<file path="config.mk">
export PLATFORM = sky130hd
export DESIGN_NAME = kernel3x3_pipe_flat
export DESIGN_NICKNAME = d
export VERILOG_FILES = /design/src/rtl/kernel3x3_pipe_if.sv /design/src/rtl/kernel3x3_pipe.sv /design/src/flat_wrapper.sv
export SDC_FILE = /design/constraint.sdc
export NUM_CORES = 1
export LEC_CHECK = 0
export BUFFER_PORTS_ARGS = -buffer_cell sky130_fd_sc_hd__buf_2
export CAP_MARGIN = 20
export CORE_UTILIZATION = 64
export DETAILED_ROUTE_END_ITERATION = 10
export HOLD_SLACK_MARGIN = 0.02
export PLACE_DENSITY = 0.83
export SYNTH_ARGS = -nofsm -noshare
export SYNTH_HDL_FRONTEND = slang
export SYNTH_SLANG_ARGS = --single-unit
</file>
<file path="constraint.sdc">
create_clock -name clk -period 9 [get_ports clk]
set_input_delay 2.7 -clock clk [delete_from_list [all_inputs] [get_ports clk]]
set_output_delay 2.7 -clock clk [all_outputs]
set_load 0.05 [all_outputs]
</file>
<file path="src/rtl/kernel3x3_pipe_if.sv">
// Window-in / pixel-out bus of kernel3x3_pipe, with coefficient programming and
// normalisation control. master = upstream/downstream driver, slave = kernel.
interface kernel3x3_pipe_if #(
  parameter int unsigned DATA_WIDTH  = 8,
  parameter int unsigned COEF_WIDTH  = 5,
  parameter int unsigned SHIFT_WIDTH = 4
) ();
  logic                    coef_wr_en;
  logic [3:0]              coef_wr_addr;
  logic [COEF_WIDTH-1:0]   coef_wr_data;
  logic                    coef_commit;
  logic [SHIFT_WIDTH-1:0]  norm_shift;
  logic                    win_valid;
  logic                    win_ready;
  logic                    win_sof;
  logic [9*DATA_WIDTH-1:0] win_data;
  logic [8:0]              border_mask;
  logic                    out_valid;
  logic                    out_ready;
  logic [DATA_WIDTH-1:0]   out_data;
  logic [1:0]              out_sat;
  logic                    commit_pending;

  modport master (
    output coef_wr_en, coef_wr_addr, coef_wr_data, coef_commit, norm_shift,
    output win_valid, win_sof, win_data, border_mask, out_ready,
    input  win_ready, out_valid, out_data, out_sat, commit_pending
  );

  modport slave (
    input  coef_wr_en, coef_wr_addr, coef_wr_data, coef_commit, norm_shift,
    input  win_valid, win_sof, win_data, border_mask, out_ready,
    output win_ready, out_valid, out_data, out_sat, commit_pending
  );
endinterface

</file>
<file path="src/rtl/kernel3x3_pipe.sv">
// 3-stage 3x3 convolution: products, row sums, then round/shift/clamp, under a global stall.
// Define KERNEL3X3_ABS_OUT_EN to output |r| (edge magnitude) instead of clamping negatives to 0.
module kernel3x3_pipe #(
  parameter int unsigned DATA_WIDTH  = 8,
  parameter int unsigned COEF_WIDTH  = 5,
  parameter int unsigned SHIFT_WIDTH = 4
) (
  input logic              clk,
  input logic              rst_n,
  kernel3x3_pipe_if.slave  bus
);

  localparam int unsigned AccW = DATA_WIDTH + COEF_WIDTH + 4;

  typedef logic signed [AccW-1:0]       acc_t;
  typedef logic [8:0][COEF_WIDTH-1:0]   bank_t;

  localparam acc_t MaxPix = acc_t'({DATA_WIDTH{1'b1}});

  // Laplacian-style default: corners -1, edges 0, centre 4.
  function automatic bank_t reset_bank();
    bank_t b;
    for (int k = 0; k < 9; k++) begin
      if (k == 4)          b[k] = COEF_WIDTH'(4);
      else if (k % 2 == 0) b[k] = '1;
      else                 b[k] = '0;
    end
    return b;
  endfunction

  bank_t active_q, active_d, shadow_q, shadow_d, coef_use;
  logic  commit_pending_q, commit_pending_d;

  logic  stall, accept, idle, transfer;

  logic  s1_valid_q, s2_valid_q, out_valid_q;
  acc_t  pix_ext  [9];
  acc_t  coef_ext [9];
  acc_t  prod_d   [9];
  acc_t  prod_q   [9];
  acc_t  row_d    [3];
  acc_t  row_q    [3];

  acc_t  sum, rnd, rsum, r;
  logic [DATA_WIDTH-1:0] out_data_q, out_data_d;
  logic [1:0]            out_sat_q, out_sat_d;

  assign stall    = out_valid_q && !bus.out_ready;
  assign accept   = bus.win_valid && !stall;
  assign idle     = !bus.win_valid && !s1_valid_q && !s2_valid_q && !out_valid_q;
  assign transfer = commit_pending_q && ((accept && bus.win_sof) || idle);

  // A sof beat accepted on the transfer edge must already see the new bank.
  assign coef_use = transfer ? shadow_q : active_q;

  always_comb begin
    shadow_d = shadow_q;
    active_d = active_q;
    if (transfer) active_d = shadow_q;
    if (bus.coef_wr_en && (bus.coef_wr_addr < 4'd9)) begin
      shadow_d[bus.coef_wr_addr] = bus.coef_wr_data;
    end
    if (bus.coef_commit)  commit_pending_d = 1'b1;
    else if (transfer)    commit_pending_d = 1'b0;
    else                  commit_pending_d = commit_pending_q;
  end

  always_comb begin
    for (int k = 0; k < 9; k++) begin
      pix_ext[k]  = acc_t'(bus.win_data[k*DATA_WIDTH +: DATA_WIDTH]);
      coef_ext[k] = acc_t'(signed'(coef_use[k]));
      prod_d[k]   = bus.border_mask[k] ? '0 : pix_ext[k] * coef_ext[k];
    end
  end

  always_comb begin
    for (int i = 0; i < 3; i++) begin
      row_d[i] = prod_q[3*i] + prod_q[3*i+1] + prod_q[3*i+2];
    end
  end

  always_comb begin
    sum  = row_q[0] + row_q[1] + row_q[2];
    rnd  = '0;
    if (bus.norm_shift != '0) rnd = acc_t'(1) << (bus.norm_shift - 1'b1);
    rsum = sum + rnd;
    r    = rsum >>> bus.norm_shift;
`ifdef KERNEL3X3_ABS_OUT_EN
    if (r < 0) r = -r;
`endif
    out_data_d = r[DATA_WIDTH-1:0];
    out_sat_d  = 2'b00;
    if (r < 0) begin
      out_data_d = '0;
      out_sat_d  = 2'b10;
    end else if (r > MaxPix) begin
      out_data_d = '1;
      out_sat_d  = 2'b01;
    end
  end

  always_ff @(posedge clk) begin
    if (!rst_n) begin
      active_q         <= reset_bank();
      shadow_q         <= reset_bank();
      commit_pending_q <= 1'b0;
    end else begin
      active_q         <= active_d;
      shadow_q         <= shadow_d;
      commit_pending_q <= commit_pending_d;
    end
  end

  always_ff @(posedge clk) begin
    if (!rst_n) begin
      s1_valid_q  <= 1'b0;
      s2_valid_q  <= 1'b0;
      out_valid_q <= 1'b0;
      out_data_q  <= '0;
      out_sat_q   <= '0;
      for (int k = 0; k < 9; k++) prod_q[k] <= '0;
      for (int i = 0; i < 3; i++) row_q[i] <= '0;
    end else if (!stall) begin
      s1_valid_q  <= bus.win_valid;
      s2_valid_q  <= s1_valid_q;
      out_valid_q <= s2_valid_q;
      if (bus.win_valid) begin
        for (int k = 0; k < 9; k++) prod_q[k] <= prod_d[k];
      end
      if (s1_valid_q) begin
        for (int i = 0; i < 3; i++) row_q[i] <= row_d[i];
      end
      if (s2_valid_q) begin
        out_data_q <= out_data_d;
        out_sat_q  <= out_sat_d;
      end
    end
  end

  assign bus.win_ready      = !stall;
  assign bus.out_valid      = out_valid_q;
  assign bus.out_data       = out_data_q;
  assign bus.out_sat        = out_sat_q;
  assign bus.commit_pending = commit_pending_q;

endmodule
</file>
<file path="src/flat_wrapper.sv">
// flat-port wrapper written by rule: the top's interface ports become plain ports
module kernel3x3_pipe_flat 
#(
  parameter int unsigned DATA_WIDTH  = 8,
  parameter int unsigned COEF_WIDTH  = 5,
  parameter int unsigned SHIFT_WIDTH = 4
)
  (clk, rst_n, bus_coef_wr_en, bus_coef_wr_addr, bus_coef_wr_data, bus_coef_commit, bus_norm_shift, bus_win_valid, bus_win_sof, bus_win_data, bus_border_mask, bus_out_ready, bus_win_ready, bus_out_valid, bus_out_data, bus_out_sat, bus_commit_pending);
  kernel3x3_pipe_if #(.DATA_WIDTH(DATA_WIDTH), .COEF_WIDTH(COEF_WIDTH), .SHIFT_WIDTH(SHIFT_WIDTH)) bus_i ();
  input logic clk;
  input logic rst_n;
  input wire logic [$bits(bus_i.coef_wr_en)-1:0] bus_coef_wr_en;
  input wire logic [$bits(bus_i.coef_wr_addr)-1:0] bus_coef_wr_addr;
  input wire logic [$bits(bus_i.coef_wr_data)-1:0] bus_coef_wr_data;
  input wire logic [$bits(bus_i.coef_commit)-1:0] bus_coef_commit;
  input wire logic [$bits(bus_i.norm_shift)-1:0] bus_norm_shift;
  input wire logic [$bits(bus_i.win_valid)-1:0] bus_win_valid;
  input wire logic [$bits(bus_i.win_sof)-1:0] bus_win_sof;
  input wire logic [$bits(bus_i.win_data)-1:0] bus_win_data;
  input wire logic [$bits(bus_i.border_mask)-1:0] bus_border_mask;
  input wire logic [$bits(bus_i.out_ready)-1:0] bus_out_ready;
  output wire logic [$bits(bus_i.win_ready)-1:0] bus_win_ready;
  output wire logic [$bits(bus_i.out_valid)-1:0] bus_out_valid;
  output wire logic [$bits(bus_i.out_data)-1:0] bus_out_data;
  output wire logic [$bits(bus_i.out_sat)-1:0] bus_out_sat;
  output wire logic [$bits(bus_i.commit_pending)-1:0] bus_commit_pending;
  assign bus_i.coef_wr_en = bus_coef_wr_en;
  assign bus_i.coef_wr_addr = bus_coef_wr_addr;
  assign bus_i.coef_wr_data = bus_coef_wr_data;
  assign bus_i.coef_commit = bus_coef_commit;
  assign bus_i.norm_shift = bus_norm_shift;
  assign bus_i.win_valid = bus_win_valid;
  assign bus_i.win_sof = bus_win_sof;
  assign bus_i.win_data = bus_win_data;
  assign bus_i.border_mask = bus_border_mask;
  assign bus_i.out_ready = bus_out_ready;
  assign bus_win_ready = bus_i.win_ready;
  assign bus_out_valid = bus_i.out_valid;
  assign bus_out_data = bus_i.out_data;
  assign bus_out_sat = bus_i.out_sat;
  assign bus_commit_pending = bus_i.commit_pending;
  kernel3x3_pipe #(.DATA_WIDTH(DATA_WIDTH), .COEF_WIDTH(COEF_WIDTH), .SHIFT_WIDTH(SHIFT_WIDTH)) u_core (.clk(clk), .rst_n(rst_n), .bus(bus_i));
endmodule
</file>
== After elaboration in Yosys (flattened, before gate mapping) ==
Memory sizes are Yosys's and may differ from the RTL's.
Index checks and enable logic that the tools add are counted.

* Add/sub/neg operators: 10
* Multiply operators: 9
* $lt $le $gt $ge: 5
* Shift-type cells: 2
* Muxes and demuxes: 41
* Bitwise operators: 13
* Reduce and logical (&&, ||, !) cells: 19

{| class="wikitable"
|+ Operators by type and width
! operator !! number
|-
| $mux W17 || 22
|-
| $add A17 B17 Y17 || 9
|-
| $mul A9 B5 Y14 || 9
|-
| $bwmux W45 || 1
|-
| $mux W45 || 1
|-
| $demux W5 S4 || 1
|-
| $gt A17 B9 Y1 const B || 1
|-
| $lt A17 B1 Y1 const B || 1
|-
| $shl A1 B4 Y17 const A || 1
|-
| $sshr A17 B4 Y17 || 1
|-
| $mux W8 || 2
|-
| $mux W1 || 12
|-
| $or A1 B1 Y1 || 12
|-
| $logic_and A1 B1 Y1 || 9
|-
| $logic_not A1 Y1 || 6
|-
| $lt A4 B5 Y1 const B || 1
|-
| $mux W5 || 1
|-
| $ge A4 B1 Y1 const B || 1
|-
| $lt A4 B4 Y1 const B || 1
|-
| $reduce_bool A4 Y1 || 1
|-
| $sub A4 B1 Y4 const B || 1
|-
| $mux W2 || 1
|-
| $reduce_and A2 Y1 || 1
|-
| $reduce_bool A2 Y1 || 1
|-
| other kinds (2) || 2
|}

* Flip-flop bits (word level): 104
* RAM bits: 204
* Input port bits: 101
* Word-level logic and storage cells: 125
* Memories: 2

{| class="wikitable"
|+ Memories
! memory !! words !! bits a word !! read ports !! clocked after Yosys merged registers in !! wr ports !! RTL line !! RTL
|-
| u_core.prod_q || 9 || 17 || 9 || 0 || 9 || kernel3x3_pipe.sv:40 || <nowiki>acc_t prod_q [9];</nowiki>
|-
| u_core.row_q || 3 || 17 || 3 || 0 || 3 || kernel3x3_pipe.sv:42 || <nowiki>acc_t row_q [3];</nowiki>
|}

== Depth between registers and ports, before layout ==
Gate-level depths: netlist of the first run.

* Word-level depth: 11
* Gate-level depth with buffers: 26

== Worst setup path before layout of the first run ==
OpenSTA, ideal clock, no wires.

* Path kind: input-to-reg
* Start point: input port bus_out_ready
* End point: memory u_core.prod_q[4][15] in the netlist's numbering, data pin
* Arrival: 8233 ps
* Slack: 497 ps
* Stages: 22
* Path buffers: 2
* Path through: nor2b_1 clkinv_1 a31oi_1 nand2b_1 buf_2 buf_1 mux2_2 nand2_1 fa_1 fa_1 fa_1 fa_1 nor2b_1 o21ai_0 a21boi_0 o21ai_0 a21boi_0 o21ai_0 a21boi_0 o21a_1 o21a_1 nor3_1

{| class="wikitable"
|+ RTL lines
! what !! RTL line !! RTL
|-
| from (decl) || flat_wrapper.sv:21 || <nowiki>input wire logic [$bits(bus_i.out_ready)-1:0] bus_out_ready;</nowiki>
|-
| to (decl) || kernel3x3_pipe.sv:40 ||
|}

==> results.cfg, run 1 <==
[critical_path]
cp_top_family = compound AO/OA/AOI/OAI gates
critPathKind = in2reg
path_buf_inv = 6
crit_slowest_cell = mux2_2
cp-end-kind = register
cp-start-kind = input port
cp_max_fo = 25
crit_required_ns = 9.27
cpPeakStageDelay_ns = 0.47
critPathArrivalTime_ns = 8.44

[timing]
clock.fmax_mhz = 122.4
fin_crit_sh_pct = 90.79
hold_violations = 0
fin_skew_ns = 0.01579
tightest_slew_ns = 1.144
drv_slew = 0
rsz0062_at_grt = no
period_minus_slack_ns = 8.171
finalSetupViolations = 0
max_slew_margin_pct = 23.21
fin_tns_setup_ns = 0

[drt]
vias_per_cell = 5.707
drc = 6
wl_per_cell_um = 17.77
drt_iter0_drc = 1372
drtAntennaViolNets = 0
wl_mm = 61.70
dr_total_vias = 19820
firstDrtPassIters = 8

[clock_network]
cts_resized = 0
clock_latency_ns = 0.53
clock_path_buffers = 3
cts_sinks = 281
cts_buffers = 34
path_clk_slew_ns = 0.06
cts_root_buffer = clkbuf_16
ctsHoldBuffers = 0
cts.htree.levels = 2
cts_tree = yes
cts_setup_buffers = 0

[finish]
drive_above_1_share_pct = 10.37
post-route-util_pct = 70.99
nNetsFinal = 3574
regArea_sq_mm = 0.007397
multiInputGateArea_sq_mm = 0.01746
area_delta_synth_final_pct = 8.779
fillers = 2949

[logic_synthesis]
synth_mux_area_share_pct = 4.104
yosys_register_bits = 281
yosysWarnings = 0
synth-edff-count = 177
syn_area_per_cell_sq_um = 9.546
synth_commonest_cells = inv_1, ha_1, nand2_1
synth-xor-area-share_pct = 2.389
syn_inst = 2804
synth-simple-area-share_pct = 18.09
synth-seq-area-share_pct = 27.64
synth-compound-area-share_pct = 7.498
synth_nets = 3463
async_flop_share_pct = 0
synthFlopType = edfxtp_1
netlist_area_sq_mm = 0.02677
yosys.area.top_type_share_pct = 19.86
yosys.area.top_type = edfxtp_1
synth.distinct_cells = 73
yosys.cell_count.top_type = inv_1
synth_top_family_by_area = adder cells
synth_adder_area_share_pct = 33.04
synth_area_leaders = edfxtp_1, fa_1, ha_1

[global_routing]
grt_start_max_net_pins = 88
globalRouteOverflowTotal = 0
grt_pass1_wl_mm = 100.4
antenna_found_initial = 3
first_global_vias = 20250
grt_usage_pct = 29.98

[min_path]
hold_class = reg2reg

[status]
violations = design-rule violations
outcome = complete, but fails checks

[die]
core_sq_mm = 0.04102
num_rows = 74
dieWidth_um = 206.5
die-height_um = 206.5
start_util_pct = 65.26
pin_count = 114
die-area_sq_mm = 0.04264

[pwr]
ir_drop_mv = 0.1497
power_density_mw_per_mm2 = 166.8
leakagePower_nw = 13.93

[placement]
numPortBuffers = 113
hpwl_mm = 47.66
gp_congestion = 0.9388

[run]
cap_violations = 0
-- cell type report --
class	count	share of cell area (%)
Multi-Input combinational cell	2014	59.95
Clock buffer	42	3.206
Tap cell	532	2.286
Timing Repair Buffer	148	2.931
Sequential cell	281	25.40
Clock inverter	19	0.5887
Inverter	436	5.621
Antenna cell	1	0.008594
-- stage by stage --
step	power (mW)	hold slack, ns	instance area, sq um	cells	setup slack (ns)
after floorplan	3.003	0.4366	26770	2804	0.4972
after global placement	3.366	0.4480	27990	3410	0.6080
final	4.856	0.4609	29120	3473	0.8292
after CTS	4.841	0.4688	29090	3471	0.8965
after global routing	5.153	0.4899	29110	3472	0.3450
after detailed placement	3.441	0.4541	27990	3410	0.3959
-- per-layer routing --
layer  vias up  GRT usage, %  part of all wire (%)
li1       9384             -                     -
met1      9756         39.43                    43
met2       558         52.19                    49
met3       119         3.974                   5.7
met4         4         7.563                   2.3
met5         -             0                 0.037
-- cell usage in the layout (no fill, tap or decap), types with 76 or more instances in the layout --
master	instances
nor2b_1	190
edfxtp_1	177
ha_1	310
buf_2	113
dfxtp_1	104
and2_1	90
nand2_1	250
a21oi_1	76
nor3_1	79
fa_1	248
mux2i_1	79
inv_1	435
o21ai_0	87
nor2_1	193
-- worst paths after layout --
kind / startpoint / endpoint / slack, ns / cells after the start
worst max-delay path: bus_out_ready / u_core.prod_q[1][32] / 0.83 / 26
worst min-delay path: u_core.bus.out_sat[0] / u_core.bus.out_sat[0] / 0.46 / 2
worst max register to register: u_core.bus.out_valid / u_core.prod_q[1][32] / 2.72 / 25
worst min register to register: u_core.bus.out_sat[0] / u_core.bus.out_sat[0] / 0.46 / 2
-- state kept, by name, indices dropped and copies added, names as in the netlist --
name and cells:
u_core.active_q 45, u_core.row_q 51, u_core.s1_valid_q 1, u_core.prod_q 126, u_core.shadow_q 45, u_core.bus.out_sat 2
u_core.bus.out_valid 1, u_core.s2_valid_q 1, u_core.bus.out_data 8, u_core.bus.commit_pending 1
-- power breakdown --
group / switching [mW] / internal (mW) / leakage (nW)
clock: 0.559 / 0.824 / 0.547
sequential: 0.0560 / 1.47 / 2.78
combinational: 1.14 / 0.806 / 10.6
-- cells by family (layout without fill, tap and decap cells) --
group	after synthesis	in the layout
fa+ha+maj	558	558
flops	281	281
buf+inv	509	645
simple gates	968	968
compound gates	311	311
mux	103	103
xor+xnor	73	73
other cells	1	2
-- tightest hold or removal path: cells and delay by family (launching register included) --
kind / cells / cell delay (ns)
DFF: 1 / 0.32
and+or+nand+nor: 2 / 0.11
Note: power is estimated with default switching activity, not from simulation.
==> inputs of run 2 (changes only) <==
- HOLD_SLACK_MARGIN: 0.02 -> 0.08
- PLACE_DENSITY: 0.83 -> default
- PLACE_DENSITY_LB_ADDON: default -> 0.2
- clock period: 9 -> 8.2 ns (I/O delays scaled with it)
==> run 2 against run 1 <==
Net effect: the flow still finishes with violations (design-rule violations); final area fell by 0.15%; worst setup slack got worse by 0.26 ns; critical path depth fell by 4; clock power barely moved; register-to-register slack got worse by 0.60 ns; first-iteration DRC count fell by 22%; core utilization fell by 0.10 points; via count fell by 1.8%.
==> results.cfg, run 2 (synthesized netlist as in run 1, its figures left out) <==
[drt]
drt_iter0_drc = 1077
wl_per_cell_um = 17.27
drc = 4
wl_mm = 60.06
vias_per_cell = 5.598
firstDrtPassIters = 9
dr_total_vias = 19470
drtAntennaViolNets = 0

[finish]
nNetsFinal = 3581
final_cell_mix = inv_1, ha_1, nand2_1
regArea_sq_mm = 0.007397
area_delta_synth_final_pct = 8.620
multiInputGateArea_sq_mm = 0.01746
n_antenna_cell = 0
drive_above_1_share_pct = 10.73
layout_commonest_cell = inv_1
largest_reg_flops = 126
reg.largest.list = u_core.prod_q (126), u_core.row_q (51)
fillers = 3119
top_register = u_core.prod_q

[critical_path]
rrSetupSlack_ns = 2.12
rr_endpoint = u_core.prod_q[4][15]
crit_required_ns = 8.51
critPathKind = in2reg
cp-end-kind = register
cpPeakStageDelay_ns = 0.54
r2r_start = u_core.bus.out_valid
cp-start-kind = input port
cp_cell_sequence = buf_2, nor2b_1, clkinv_2, a31oi_1, nand2b_2, buf_12, mux2_2, nand2_1, fa_1, fa_1, fa_1, fa_1, nor2b_1, o21ai_0, a21boi_0, o21ai_0, a21boi_0, o21ai_0, a21boi_0, o21a_1, o21a_1, nor3_1
critPathArrivalTime_ns = 7.95
reg2regPathDepth = 21
crit_top_cell = fa_1
crit_path_start = bus_out_ready
cp_max_fo = 19
crit_slowest_cell = fa_1

[placement]
hpwl_mm = 47.52
numPortBuffers = 113
gp_congestion = 0.9095
post-place-ws_ns = 0.08301

[global_routing]
first_global_vias = 19890
grt_start_max_net_pins = 74
grt_usage_pct = 29.20
antenna_found_initial = 3
globalRouteOverflowTotal = 0
grt_pass1_wl_mm = 98.47

[min_path]
min_to = u_core.shadow_q[4]
hold_start = u_core.shadow_q[4]
hold_class = reg2reg
min_path_cells = 2

[clock_network]
cts_root_buffer = clkbuf_16
clock_path_buffers = 3
cts_resized = 0
cts.htree.levels = 1
cts_tree = yes
cts_buffers = 31
path_clk_slew_ns = 0.06
ctsHoldBuffers = 0
cts_setup_buffers = 0
cts_sinks = 281
clock_latency_ns = 0.58

[die]
pin_count = 114
die-area_sq_mm = 0.04264
core_sq_mm = 0.04102
dieWidth_um = 206.5
start_util_pct = 65.26
die-height_um = 206.5
num_rows = 74

[timing]
hold_violations = 0
layout_setup_ws_ns = 0.5681
fin_tns_setup_ns = 0
finalSetupViolations = 0
drv_slew = 0
fin_crit_sh_pct = 93.07
tightest_slew_ns = 1.073
period_minus_slack_ns = 7.632
clock.fmax_mhz = 131.0
fin_skew_ns = 0.02369
max_slew_margin_pct = 28.13
rsz0062_at_grt = no

[run]
cap_violations = 0

[pwr]
power_density_mw_per_mm2 = 176.7
swShare_pct = 36.62
p_clk_share_pct = 26.2
leakagePower_nw = 13.90
p_int_mw = 3.256
ir_drop_mv = 0.1820
pwr-share-seq_pct = 32.5
pwr-share-comb_pct = 41.2
p_sw_mw = 1.881

[status]
violations = design-rule violations
outcome = complete, but fails checks
==> run 2: worst max path at each step <==
stage | to | slack (ns) | depth (start not counted)
3_5_place_dp | u_core.prod_q[4][15] | 0.08 | 22
2_1_floorplan | u_core.prod_q[4][15] | 0.18 | 22
4_1_cts | u_core.prod_q[3][16] | 0.65 | 26
6_report | u_core.prod_q[4][15] | 0.57 | 22
5_1_grt | u_core.prod_q[1][32] | 0.21 | 26
3_3_place_gp | u_core.prod_q[3][16] | 0.22 | 24
==> run 2: layout make-up <==
class	count	share of cell area [%]
clock buffers	33	2.694
clock inverters	24	0.6627
inverters	436	5.633
multi-input cells	2014	60.04
flip-flops and latches	281	25.44
well taps	532	2.289
repair buffers	158	3.236
==> run 2: metrics by stage <==
| stage | cell area [sq um] | power, mW | util (%) | instances | hold slack [ns] |
|---|---|---|---|---|---|
| finish | 29070 | 5.136 | 70.88 | 3478 | 0.4697 |
| global route | 29070 | 5.490 | 70.88 | 3478 | 0.4920 |
| CTS | 29050 | 5.142 | 70.83 | 3477 | 0.4735 |
| detailed placement | 28080 | 3.786 | 68.46 | 3420 | 0.4574 |
| global placement | 28080 | 3.711 | 68.46 | 3420 | 0.4538 |
| floorplan | 26770 | 3.296 | - | 2804 | 0.4366 |
==> run 2: critical path: cells and delay by family <==
family / cells / cell delay, ns
buffers and inverters: 3 / 0.39
AOI/OAI and AO/OA: 9 / 1.93
and+or+nand+nor: 5 / 0.83
adders and majority gates: 4 / 1.95
muxes: 1 / 0.36
==> run 2: power groups by stage <==
stage / Combinational (mW) / Sequential, mW / Clock [mW]
6_report: 2.12 / 1.67 / 1.35
5_1_grt: 2.39 / 1.68 / 1.42
4_1_cts: 2.11 / 1.67 / 1.36
3_5_place_dp: 2.08 / 1.70 / 0
3_3_place_gp: 2.01 / 1.70 / 0
2_1_floorplan: 1.58 / 1.71 / 0
==> run 2: per-layer routing <==
layer	global-route usage, %	wire length [um]	vias to the layer above
met5	0	19	-
li1	-	-	9386
met3	4.352	3505	102
met2	49.02	28460	460
met4	8.403	1629	4
met1	39.26	26450	9518
==> inputs of run 3 (changes only) <==
- CORE_ASPECT_RATIO: default -> 0.75
==> run 3 against run 2 <==
Net effect: the run now ends clean; via count grew 1.2%; non-clock buffer count grew 2; sequential power is essentially flat; final cell count grew 0.92%; register-to-register slack lost 0.03 ns; flip-flop and latch count is the same; final area grew 0.66%; critical path type unchanged; wire length grew 5.4%; sequential share of layout area shrank 0.17 points; clock skew grew 0.0062 ns.
==> results.cfg, run 3 (synthesized netlist as in run 1, its figures left out) <==
[finish]
regArea_sq_mm = 0.007397
area_delta_synth_final_pct = 9.335
instances_no_fill = 3510
nNetsFinal = 3582
drive_above_1_share_pct = 10.82
largest_reg_flops = 126
design_area_sq_mm = 0.02927
reg.largest.list = u_core.prod_q (126), u_core.row_q (51)
layout_commonest_cell = inv_1
top_register = u_core.prod_q
fillers = 3111
final_cell_mix = inv_1, ha_1, nand2_1
post-route-util_pct = 71.38
multiInputGateArea_sq_mm = 0.01745

[drt]
wl_per_cell_um = 18.04
vias_per_cell = 5.614
wl_mm = 63.33
drt_iter0_drc = 1524
firstDrtPassIters = 7
drc = 0
drtAntennaViolNets = 0
dr_total_vias = 19710

[critical_path]
cp_max_fo = 16
critPathArrivalTime_ns = 8.06
cp_cell_sequence = buf_2, nor4_1, a31oi_1, nand2b_2, buf_12, mux2i_1, or2_2, fa_1, fa_1, fa_1, fa_1, nor2b_1, o21ai_0, a21boi_0, o21ai_0, a21boi_0, o21ai_0, a21boi_0, o21a_1, o21a_1, nor3_1
crit_required_ns = 8.52
crit_top_cell = fa_1
critPathKind = in2reg
cpPeakStageDelay_ns = 0.56
cp-end-kind = register
cp-start-kind = input port
crit_slowest_cell = fa_1
rrSetupSlack_ns = 2.09

[die]
die-area_sq_mm = 0.04265
start_util_pct = 65.29
dieWidth_um = 238.1
core_sq_mm = 0.04100
pin_count = 114
num_rows = 64
die-height_um = 179.1

[clock_network]
cts_buffers = 30
cts_resized = 0
cts_root_buffer = clkbuf_16
clock_path_buffers = 3
ctsHoldBuffers = 0
cts_setup_buffers = 0
cts_tree = yes
cts_sinks = 281
clock_latency_ns = 0.59
cts.htree.levels = 1
path_clk_slew_ns = 0.06

[global_routing]
met1_usage_pct = 43.01
grt_start_max_net_pins = 102
globalRouteOverflowTotal = 0
first_global_vias = 19700
grt_usage_pct = 30.36
antenna_found_initial = 3
met3_usage_pct = 6.851
met2_usage_pct = 47.27
grt_pass1_wl_mm = 101.6
top_usage_layer = met2

[placement]
hpwl_mm = 50.44
gp_congestion = 0.9159
placed_cells_incl_taps = 3450
postPlaceCellArea_sq_mm = 0.02812
numPortBuffers = 113

[pwr]
power_mw = 5.342
ir_drop_mv = 0.1792
power_density_mw_per_mm2 = 182.5
leakagePower_nw = 13.99

[timing]
fin_tns_setup_ns = 0
hold_violations = 0
finalSetupViolations = 0
fin_crit_sh_pct = 94.45
drv_slew = 0
tightest_slew_ns = 1.074
period_minus_slack_ns = 7.745
clock.fmax_mhz = 129.1
max_slew_margin_pct = 28.41
fin_skew_ns = 0.02991

[run]
cap_violations = 0

[status]
outcome = finished clean

[min_path]
hold_class = reg2reg
[run 3: cell types whose count changed in the layout (fill, tap and decap cells not counted)]
cell | before | now
buf_16 | 0 | 1
inv_6 | 3 | 2
clkinvlp_4 | 6 | 3
clkinv_4 | 1 | 3
clkinvlp_2 | 2 | 0
bufinv_16 | 2 | 7
nor3b_2 | 2 | 1
clkinv_1 | 6 | 3
diode_2 | 0 | 2
buf_4 | 42 | 43
clkinv_2 | 5 | 6
nor3b_1 | 2 | 3
[run 3: area by class of cell]
class                   count  area share [%]
inverters                 436           5.596
repair buffers            160           3.335
clock buffers              33           2.676
clock inverters            23           1.069
well taps                 561           2.398
flip-flops and latches    281           25.28
diodes                      2         0.01710
multi-input cells        2014           59.63
[run 3: through the flow]
step,hold slack (ns),setup slack (ns)
2_1_floorplan,0.4366,0.1850
3_3_place_gp,0.4551,0.1636
3_5_place_dp,0.4539,-0.01747
4_1_cts,0.4702,0.5557
5_1_grt,0.4842,-0.009208
6_report,0.4688,0.4555
[run 3: worst max-delay path, delay by kind of cell]
family | cells | cell delay (ns)
buffers and inverters | 2 | 0.33
AO/OA/AOI/OAI | 9 | 1.64
multiplexers | 1 | 0.22
AND/OR/NAND/NOR | 5 | 1.32
adder cells (fa/ha/maj) | 4 | 2.08
[run 3: path summary, 6_finish.rpt]
kind                                             from                    end  cells after the start
worst max register to register   u_core.bus.out_valid   u_core.prod_q[1][32]                     25
worst min register to register  u_core.bus.out_sat[0]  u_core.bus.out_sat[0]                      2
worst max-delay path                    bus_win_valid   u_core.prod_q[4][15]                     21
worst min-delay path            u_core.bus.out_sat[0]  u_core.bus.out_sat[0]                      2
[run 3: where the power goes]
part | leakage (nW) | internal (mW) | total [mW] | switching (mW)
sequential | 2.78 | 1.61 | 1.67 | 0.0608
clock | 0.529 | 0.912 | 1.52 | 0.610
combinational | 10.7 | 0.896 | 2.15 | 1.25
[run 3: metal layers]
metal	part of all wire (%)	up-vias
li1	-	9396
met1	46	9617
met2	44	584
met3	7.6	106
met4	2.4	2
met5	0.016	-
